===== config.mk =====
export PLATFORM = sky130hd
export DESIGN_NAME = data_mem_responder
export DESIGN_NICKNAME = d
export VERILOG_FILES = /design/src/rtl/dmem_pkg.sv /design/src/rtl/dmem_lane_align.sv /design/src/rtl/data_mem_responder.sv
export SDC_FILE = /design/constraint.sdc
export NUM_CORES = 2
export LEC_CHECK = 0
export CAP_MARGIN = 20
export CORE_UTILIZATION = 40
export DETAILED_ROUTE_END_ITERATION = 7
export PLACE_DENSITY_LB_ADDON = 0.25
export SETUP_SLACK_MARGIN = 0.02
export SLEW_MARGIN = 40
export SYNTH_ARGS = -nofsm -noshare
export SYNTH_HDL_FRONTEND = slang
export SYNTH_SLANG_ARGS = --single-unit

===== constraint.sdc =====
create_clock -name clk_i -period 6.4 [get_ports clk_i]
set_clock_uncertainty 0.05 [all_clocks]
set_input_delay 1.28 -clock clk_i [delete_from_list [all_inputs] [get_ports clk_i]]
set_output_delay 1.28 -clock clk_i [all_outputs]
set_load 0.05 [all_outputs]

===== src/rtl/dmem_pkg.sv =====
// Shared definitions for the data memory responder: funct3 codes,
// FSM state encoding, latency counter width and funct3 legality helper.
package dmem_pkg;

    localparam logic [2:0] F3_B  = 3'b000;
    localparam logic [2:0] F3_H  = 3'b001;
    localparam logic [2:0] F3_W  = 3'b010;
    localparam logic [2:0] F3_BU = 3'b100;
    localparam logic [2:0] F3_HU = 3'b101;

    // Wide enough for LATENCY-1 with LATENCY up to 15.
    localparam int CNT_W = 4;

    typedef enum logic [1:0] {
        IDLE = 2'd0,
        BUSY = 2'd1,
        RESP = 2'd2
    } state_e;

    // Loads accept B/H/W/BU/HU; stores only B/H/W.
    function automatic logic f3_legal(input logic [2:0] funct3, input logic is_write);
        logic ok;
        ok = 1'b0;
        case (funct3)
            F3_B, F3_H, F3_W: ok = 1'b1;
            F3_BU, F3_HU:     ok = !is_write;
            default:          ok = 1'b0;
        endcase
        return ok;
    endfunction

endpackage


===== src/rtl/dmem_lane_align.sv =====
// Combinational byte-lane steering for the data memory responder.
// Load path: selects byte/half/word from the addressed RAM word and applies
// sign or zero extension. Store path: replicates the store data into its lane
// and merges it with the old word under a byte write mask.
module dmem_lane_align
    import dmem_pkg::*;
(
    input  logic [1:0]  addr_lo_i,
    input  logic [2:0]  funct3_i,
    input  logic [31:0] wdata_i,
    input  logic [31:0] word_i,
    output logic [31:0] load_data_o,
    output logic [31:0] store_word_o,
    output logic [3:0]  wmask_o
);

    logic [31:0] shifted;
    logic [7:0]  byte_sel;
    logic [15:0] half_sel;
    logic [31:0] lanes;

    // Load lane select and extension; halves ignore addr[0], words ignore addr[1:0].
    always_comb begin
        shifted  = word_i >> {addr_lo_i, 3'b000};
        byte_sel = shifted[7:0];
        half_sel = addr_lo_i[1] ? word_i[31:16] : word_i[15:0];
        case (funct3_i)
            F3_B:    load_data_o = {{24{byte_sel[7]}}, byte_sel};
            F3_BU:   load_data_o = {24'h000000, byte_sel};
            F3_H:    load_data_o = {{16{half_sel[15]}}, half_sel};
            F3_HU:   load_data_o = {16'h0000, half_sel};
            default: load_data_o = word_i;
        endcase
    end

    // Store lane replication, byte mask and merge with the current word.
    always_comb begin
        case (funct3_i)
            F3_B, F3_BU: begin
                lanes   = {4{wdata_i[7:0]}};
                wmask_o = 4'b0001 << addr_lo_i;
            end
            F3_H, F3_HU: begin
                lanes   = {2{wdata_i[15:0]}};
                wmask_o = addr_lo_i[1] ? 4'b1100 : 4'b0011;
            end
            default: begin
                lanes   = wdata_i;
                wmask_o = 4'b1111;
            end
        endcase
        for (int i = 0; i < 4; i++) begin
            store_word_o[8*i +: 8] = wmask_o[i] ? lanes[8*i +: 8] : word_i[8*i +: 8];
        end
    end

endmodule


===== src/rtl/data_mem_responder.sv =====
// Data memory responder: word-organised RAM behind a valid/ready request and
// response handshake with a fixed access latency.
// Optional macro MISALIGN_CHECK_EN: when defined, misaligned halfword/word
// accesses are rejected with rsp_err_o instead of ignoring low address bits.
//
// state | meaning
// IDLE  | ready for a request; captures it on req_valid_i
// BUSY  | latency countdown; access performed when the counter reaches 0
// RESP  | response held stable until rsp_ready_i
module data_mem_responder
    import dmem_pkg::*;
#(
    parameter int DEPTH   = 64,
    parameter int LATENCY = 2
) (
    input  logic        clk_i,
    input  logic        rst_ni,
    input  logic        req_valid_i,
    output logic        req_ready_o,
    input  logic        req_write_i,
    input  logic [31:0] req_addr_i,
    input  logic [2:0]  req_funct3_i,
    input  logic [31:0] req_wdata_i,
    output logic        rsp_valid_o,
    input  logic        rsp_ready_i,
    output logic [31:0] rsp_rdata_o,
    output logic        rsp_err_o
);

    localparam int IDX_W = $clog2(DEPTH);

    state_e             state_q, state_d;
    logic [CNT_W-1:0]   cnt_q, cnt_d;
    logic               write_q, write_d;
    logic [31:0]        addr_q, addr_d;
    logic [2:0]         funct3_q, funct3_d;
    logic [31:0]        wdata_q, wdata_d;
    logic [31:0]        rdata_q, rdata_d;
    logic               err_q, err_d;

    logic [31:0]        mem_q [DEPTH];
    logic [IDX_W-1:0]   word_idx;
    logic [31:0]        mem_word;
    logic [31:0]        load_data;
    logic [31:0]        store_word;
    logic [3:0]         wmask;
    logic               misalign;
    logic               access_err;
    logic               fire;
    logic               mem_we;

    assign word_idx = addr_q[IDX_W+1:2];
    assign mem_word = mem_q[word_idx];
    assign fire     = (state_q == BUSY) && (cnt_q == '0);

`ifdef MISALIGN_CHECK_EN
    assign misalign = (((funct3_q == F3_H) || (funct3_q == F3_HU)) && addr_q[0]) ||
                      ((funct3_q == F3_W) && (addr_q[1:0] != 2'b00));
`else
    assign misalign = 1'b0;
`endif

    assign access_err = (addr_q[31:2] >= 30'(DEPTH)) ||
                        !f3_legal(funct3_q, write_q) ||
                        misalign;

    // The only RAM write: final BUSY cycle of an error-free store.
    assign mem_we = fire && write_q && !access_err;

    dmem_lane_align u_align (
        .addr_lo_i    (addr_q[1:0]),
        .funct3_i     (funct3_q),
        .wdata_i      (wdata_q),
        .word_i       (mem_word),
        .load_data_o  (load_data),
        .store_word_o (store_word),
        .wmask_o      (wmask)
    );

    // FSM state register.
    always_ff @(posedge clk_i or negedge rst_ni) begin
        if (!rst_ni) state_q <= IDLE;
        else         state_q <= state_d;
    end

    // FSM next-state logic.
    always_comb begin
        state_d = state_q;
        case (state_q)
            IDLE:    if (req_valid_i) state_d = BUSY;
            BUSY:    if (cnt_q == '0) state_d = RESP;
            RESP:    if (rsp_ready_i) state_d = IDLE;
            default: state_d = IDLE;
        endcase
    end

    // FSM outputs.
    always_comb begin
        req_ready_o = (state_q == IDLE);
        rsp_valid_o = (state_q == RESP);
    end

    // Request capture, latency countdown and response formation.
    always_comb begin
        cnt_d    = cnt_q;
        write_d  = write_q;
        addr_d   = addr_q;
        funct3_d = funct3_q;
        wdata_d  = wdata_q;
        rdata_d  = rdata_q;
        err_d    = err_q;
        if ((state_q == IDLE) && req_valid_i) begin
            cnt_d    = CNT_W'(LATENCY - 1);
            write_d  = req_write_i;
            addr_d   = req_addr_i;
            funct3_d = req_funct3_i;
            wdata_d  = req_wdata_i;
        end else if (state_q == BUSY) begin
            if (cnt_q != '0) begin
                cnt_d = cnt_q - 1'b1;
            end else begin
                err_d   = access_err;
                rdata_d = (access_err || write_q) ? 32'h0 : load_data;
            end
        end
    end

    // Datapath registers.
    always_ff @(posedge clk_i or negedge rst_ni) begin
        if (!rst_ni) begin
            cnt_q    <= '0;
            write_q  <= 1'b0;
            addr_q   <= '0;
            funct3_q <= '0;
            wdata_q  <= '0;
            rdata_q  <= '0;
            err_q    <= 1'b0;
        end else begin
            cnt_q    <= cnt_d;
            write_q  <= write_d;
            addr_q   <= addr_d;
            funct3_q <= funct3_d;
            wdata_q  <= wdata_d;
            rdata_q  <= rdata_d;
            err_q    <= err_d;
        end
    end

    // RAM array; contents survive reset.
    always_ff @(posedge clk_i) begin
        if (mem_we) mem_q[word_idx] <= store_word;
    end

    assign rsp_rdata_o = rdata_q;
    assign rsp_err_o   = err_q;

endmodule


* Yosys cells after proc, flatten, opt, wreduce, memory -nomap -nowiden
Memories as Yosys holds them, arrays and structs flattened.
Index checks and enable logic that the tools add are counted.
** Cells by class
- $add $sub $neg :: 1
- $lt $le $gt $ge :: 1
- Eq/ne operators :: 9
- Shift-type cells :: 2
- Multiplexer cells :: 20
- Bitwise logic cells :: 2
- Reductions and logical operators :: 22
** Operator list (number)
- $pmux 32 s4 :: 1
- $pmux 32 s2 :: 1
- $mux 32 :: 1
- $mux 8 :: 4
- $shr 32x5->8 :: 1
- $ge 30x7->1 const B :: 1
- $mux 16 :: 1
- $mux 4 :: 4
- $pmux 4 s2 :: 1
- $eq 3x3->1 const B :: 2
- $mux 2 :: 3
- $pmux 2 s3 :: 1
- $reduce_and 3->1 :: 2
- $reduce_or 2->1 :: 3
- $logic_and 1x1->1 :: 4
- $logic_not 4->1 :: 1
- $ne 2x1->1 const B :: 2
- $reduce_bool 2->1 :: 2
- $reduce_bool 4->1 :: 1
- $shl 1x2->4 const A :: 1
- $sub 4x1->4 const B :: 1
- $eq 3x1->1 const B :: 1
- $eq 3x2->1 const B :: 1
- $logic_not 1->1 :: 3
- 11 further kinds :: 14
** Word-level totals
- Register bits after elaboration :: 107
- Memory bits (writable) :: 2048
- Input bits :: 72
- Output and inout bits :: 35
- Word-level logic and storage cells :: 66
- Memories kept :: 1
** Memory list
- mem_q :: words 64, width 32, read ports 1, clocked after Yosys merged registers in 0, wr ports 1, line data_mem_responder.sv:41 : logic [31:0] mem_q [DEPTH];

* Logic depth before layout (Yosys ltp)
- Depth after elaboration :: 9
- Depth in mapped cells :: 17
- Mapped depth without buffers :: 9

* By module
A second synthesis with hierarchy kept.
** Second synthesis, totals
- Cell total of the unflattened synthesis :: 4808
- Area total of the unflattened synthesis :: 83373.7 um^2
** By module, submodules not included
- data_mem_responder :: times used 1, cells an instance 4609, area an instance 81783.4 um^2, seq. area each 64176.6 um^2
- dmem_lane_align :: times used 1, cells an instance 199, area an instance 1590.3 um^2, seq. area each 0.0 um^2

* Worst setup path before layout
OpenSTA, ideal clock, no wires.
- Kind :: register to register
- Start :: register addr_q[3]
- End :: memory mem_q[0][6], data pin
- Setup time :: 0.701 ns
- Data arrival time :: 5.147 ns
- Required time :: 5.649 ns
- Setup slack :: 0.501 ns
- Cell stages (with the launch flop) :: 15
- Buffers on the path :: 8
- Period minus slack after synthesis :: 5.899 ns
- Cells stage by stage :: dfrtp_1 -> buf_4 -> buf_6 -> buf_6 -> buf_6 -> nor3b_2 -> buf_2 -> buf_2 -> buf_2 -> buf_1 -> a22oi_1 -> a41o_1 -> o211ai_1 -> nor4b_1 -> o21ai_0
** On the way
- Longest elaborated chain between the ends :: 2
** RTL lines
- start, declared :: line data_mem_responder.sv:35 : logic [31:0] addr_q, addr_d;
- start signal, assigned :: line data_mem_responder.sv:141 : addr_q <= addr_d;
- $mem_v2 64x32
- $mux 8 :: line dmem_lane_align.sv:53 : store_word_o[8*i +: 8] = wmask_o[i] ? lanes[8*i +: 8] : word_i[8*i +: 8];
- named net store_word[6] :: line data_mem_responder.sv:45 : logic [31:0] store_word;
- end, declared :: line data_mem_responder.sv:41
The timed path passes the listed nets, and every way through them passes these cells.

* Final worst setup path
- Start :: register addr_q[3]
- End :: register rdata_q[11], in the netlist rsp_rdata_o[11]
** On the way
- Longest elaborated chain between the ends :: 4
- Elaborated cells on any way between the ends :: 8
- Those cells by class :: order compare: 1; shift: 1; mux: 3; reduce/logical: 2; memory: 1
** RTL lines
- $mem_v2 64x32 or $ge 30x7->1 (tied branches)
- $shr 32x5->8 (tied with other cells) :: line dmem_lane_align.sv:24 : shifted = word_i >> {addr_lo_i, 3'b000};
- $pmux 32 s4 or $logic_or 1x1->1 (tied branches) :: line dmem_lane_align.sv:27, data_mem_responder.sv:123
- $mux 32 * :: line data_mem_responder.sv:123 : rdata_d = (access_err || write_q) ? 32'h0 : load_data;
- end signal, assigned :: line data_mem_responder.sv:144 : rdata_q <= rdata_d;
- end, declared :: line data_mem_responder.sv:38 : logic [31:0] rdata_q, rdata_d;
Every way passes the cells marked *; elsewhere a longest branch is shown, timed or not.
A chain may end at the register's enable or synchronous reset.

==> metrics.txt <==
buffers inserted by post-CTS timing repair 0; portion of the post-synthesis area used by sequential elements 77.2%; hold_buf cts 0; number of enable flip-flop cells after synthesis 2048; reported net switching power 21.0 mW; switching share of power ~39%; max-slew violations 0; TritonCTS clock tree yes; wire length of the first global-routing pass 396 mm; critical-path maximum fanout 64; PortBufs 106; global route overflow 0; maximum capacitance violations 0; Unique masters post-synth 80; TritonCTS Buffers 208; logic gate share of total power ~38%; setup_tns 0 ps; proportion of layout cells with a drive suffix above 1 19.9%; Worst Tran Pin Value 946 ps; vias 50200; Inst Count DP 7402; flip-flop and latch count after synthesis 2155; critical path class reg -> reg; Yosys warning count 0; final net count 5000; H-tree levels 4; sum of routed wire length over all layers around 290 mm; die area 210000 um2; number of detailed-routing iterations run before antenna repair 7; clock power share 22.5%; minimum clock period after layout 5190 ps; largest net degree at the start of global routing 73; Final Instance Count excl. Fillers 7802; final setup violating endpoints 0; starting utilization of the core area roughly two fifths; Top Ports 107; vertical extent of the die 458 um; Post-synth top flop sky130_fd_sc_hd__edfxtp_1; final RePlAce weighted congestion between 0.9 and 1; Sequential Power Share 39.8%; Yosys top cell area share between 70 and 80%; worst path required time roughly 7100 ps; Slew Limit Headroom ~36%; kind of end point of the critical path flip-flop; Leak a little over 30 nW; Detailed Place HPWL 172 mm; internal power component roughly 33 mW; First DRT Iteration DRCs ~7900; ratio of total power to cell area 562 nW/um2; status finished clean; via count of the first global-routing pass 47400; Synth-to-Final Area Change 16.5%; period utilization 81.1%; Avg WL per Cell ~37 um; area leader, netlist sky130_fd_sc_hd__edfxtp_1; clock slew at reported path FFs approximately 70 ps; final routed DRC violation total 0; total power 54.4 mW; initial antenna violation count 13; number of nets with antenna violations after detailed routing 0; maximum clock insertion buffer count 3; share of synthesized registers carrying an async set or reset 4.97%; layout filler cell count between 15000 and 20000; later-pin clock latency in the skew report 880 ps; post-layout util between 40% and 50%; post-cts resize count 0; die width around 460 um; Via-to-Cell Ratio 6.44; Peak supply drop 0.000599 V; CTS Sinks 2155; total routing resource utilization after global routing 27.2%; CORE AREA between 200000 and 250000 um2; fmax 0.193 GHz; net count after synthesis 4704; root buffer cell sky130_fd_sc_hd__clkbuf_16; standard-cell rows 166; Critical Path Source Type flip-flop; final hold viol count 0; setup repair after global routing missed its margin false; synthesized area divided by synthesized cell count between 15 and 20 um2; cell types occupying the most area after synthesis sky130_fd_sc_hd__edfxtp_1, sky130_fd_sc_hd__a22oi_1, sky130_fd_sc_hd__dfrtp_1; class of the worst hold path in -> async; cell area after synthesis 83100 um2; synthesized instance count around 4600; Worst Path Arrival 5890 ps
critical path: stages (launching register included):
cell and delay, ps:
sky130_fd_sc_hd__dfrtp_4 920, sky130_fd_sc_hd__buf_4 380, sky130_fd_sc_hd__nor3b_2 110, sky130_fd_sc_hd__buf_12 220
sky130_fd_sc_hd__buf_12 280, sky130_fd_sc_hd__a22o_1 250, sky130_fd_sc_hd__o31ai_1 680, sky130_fd_sc_hd__o2111ai_1 610
sky130_fd_sc_hd__nor3_1 700, sky130_fd_sc_hd__a31oi_1 180, sky130_fd_sc_hd__a221o_1 350, sky130_fd_sc_hd__a22o_1 190
layer usage:
layer	track usage (%)	routed length [um]	up-vias
met2	42.1	132000	3404
met1	37.5	113000	26400
met5	0	54	-
met4	9.89	11000	8
li1	-	-	19900
met3	6.06	33300	525
cells in the final DEF, fill, tap and decap left out, types with 18 or more instances in the layout:
cell type	Yosys	routed
sky130_fd_sc_hd__a211oi_1	23	22
sky130_fd_sc_hd__bufinv_16	0	18
sky130_fd_sc_hd__dfrtp_1	107	103
sky130_fd_sc_hd__a22oi_1	401	401
sky130_fd_sc_hd__nor2_4	0	65
sky130_fd_sc_hd__nor4bb_1	21	19
sky130_fd_sc_hd__clkinv_1	3	48
sky130_fd_sc_hd__buf_12	0	47
sky130_fd_sc_hd__edfxtp_1	2048	2048
sky130_fd_sc_hd__o21ai_1	19	19
sky130_fd_sc_hd__clkbuf_16	0	210
sky130_fd_sc_hd__a21oi_1	84	71
sky130_fd_sc_hd__a22o_1	103	103
sky130_fd_sc_hd__nor2b_1	25	19
sky130_fd_sc_hd__a31oi_1	63	58
sky130_fd_sc_hd__nand4_1	50	50
sky130_fd_sc_hd__a2111oi_0	21	19
sky130_fd_sc_hd__o21ai_0	60	51
sky130_fd_sc_hd__mux4_2	80	80
sky130_fd_sc_hd__nand4b_1	21	21
sky130_fd_sc_hd__nor2_1	132	64
sky130_fd_sc_hd__clkdlybuf4s50_1	0	105
sky130_fd_sc_hd__mux2_2	141	141
sky130_fd_sc_hd__clkinv_2	0	38
sky130_fd_sc_hd__a221oi_1	53	53
sky130_fd_sc_hd__o2bb2ai_1	23	23
sky130_fd_sc_hd__a221o_1	26	26
sky130_fd_sc_hd__nor3_1	27	23
sky130_fd_sc_hd__o22ai_1	50	49
sky130_fd_sc_hd__a222oi_1	32	32
sky130_fd_sc_hd__clkbuf_1	149	47
sky130_fd_sc_hd__and4_1	39	39
sky130_fd_sc_hd__buf_4	28	250
sky130_fd_sc_hd__mux2i_1	155	148
sky130_fd_sc_hd__and3_1	20	18
sky130_fd_sc_hd__and4b_1	32	32
sky130_fd_sc_hd__nand3_1	24	20
sky130_fd_sc_hd__nand2_1	120	118
metrics by stage:
step | hold WS, ps | setup slack (ps) | instance area (um2)
6_report | 377 | 1210 | 96800
3_3_place_gp | 430 | 1250 | 89600
3_5_place_dp | 429 | 1370 | 90000
2_1_floorplan | 412 | 501 | 83100
4_1_cts | 377 | 1370 | 96700
5_1_grt | 425 | 1290 | 96800
worst paths after layout:
| check | startpoint | endpoint | slack [ps] | cells after the start |
|---|---|---|---|---|
| max | addr_q[3]$_DFFE_PN0P_ | rsp_rdata_o[11]$_DFFE_PN0P_ | 1210 | 11 |
| min | rst_ni | rsp_err_o$_DFFE_PN0P_ | 380 | 1 |
| max reg2reg | addr_q[3]$_DFFE_PN0P_ | rsp_rdata_o[11]$_DFFE_PN0P_ | 1210 | 11 |
| min reg2reg | rsp_rdata_o[25]$_DFFE_PN0P_ | rsp_rdata_o[25]$_DFFE_PN0P_ | 440 | 2 |
| max in group asynchronous | rst_ni | wdata_q[3]$_DFFE_PN0P_ | 4820 | 2 |
| min in group clk_i | rsp_rdata_o[25]$_DFFE_PN0P_ | rsp_rdata_o[25]$_DFFE_PN0P_ | 440 | 2 |
power by group through the flow:
stage          Combinational (mW)  Sequential [mW]  Clock (mW)
2_1_floorplan                9.74             22.2           0
3_3_place_gp                 19.2             21.9           0
3_5_place_dp                 19.8             22.0           0
4_1_cts                      19.8             21.7        12.3
5_1_grt                      21.0             21.7        12.8
6_report                     20.5             21.7        12.3
synth_stat cells (all sizes together) (21+ instances only):
cell and number:
mux4 80, nand3 24, a31oi 63, o22ai 50
dfrtp 107, o21ai 79, and2 21, nor3 27
nor4bb 21, clkbuf 149, a22oi 401, a221oi 53
edfxtp 2048, mux2 154, and4 39, nor2b 25
nand4 50, o2bb2ai 23, mux2i 155, and4b 32
a22o 103, nand4b 21, nor2 133, nor4 21
nand2 120, a211oi 23, a221o 26, a2111oi 23
a21oi 84, a222oi 32, buf 182
logic make-up after synthesis:
kind of cell    Yosys count  synth area share, %
compound gates         1093                 9.88
xor+xnor                  2               0.0211
fa+ha+maj                 1               0.0151
buf+inv                 344                 2.04
flops                  2155                 77.2
mux                     389                 6.12
simple gates            647                 4.70
cell type report:
type	count	area [um2]	area share [%]
sequential	2155	64200	66.3
multi-input combinational	2132	18300	18.9
clock buffer	269	5600	5.78
timing repair buffer	417	4150	4.28
tap	2688	3360	3.47
clock inverter	120	1120	1.16
inverter	13	48.8	0.0504
antenna	8	20.0	0.0207
flip-flops by register name (all words and copies together) (netlist names):
signal,cells
rsp_rdata_o,32
addr_q,32
cnt_q,4
mem_q,2048
wdata_q,32
state_q,2
write_q,1
funct3_q,3
rsp_err_o,1
(Power assumes the default switching activity.)
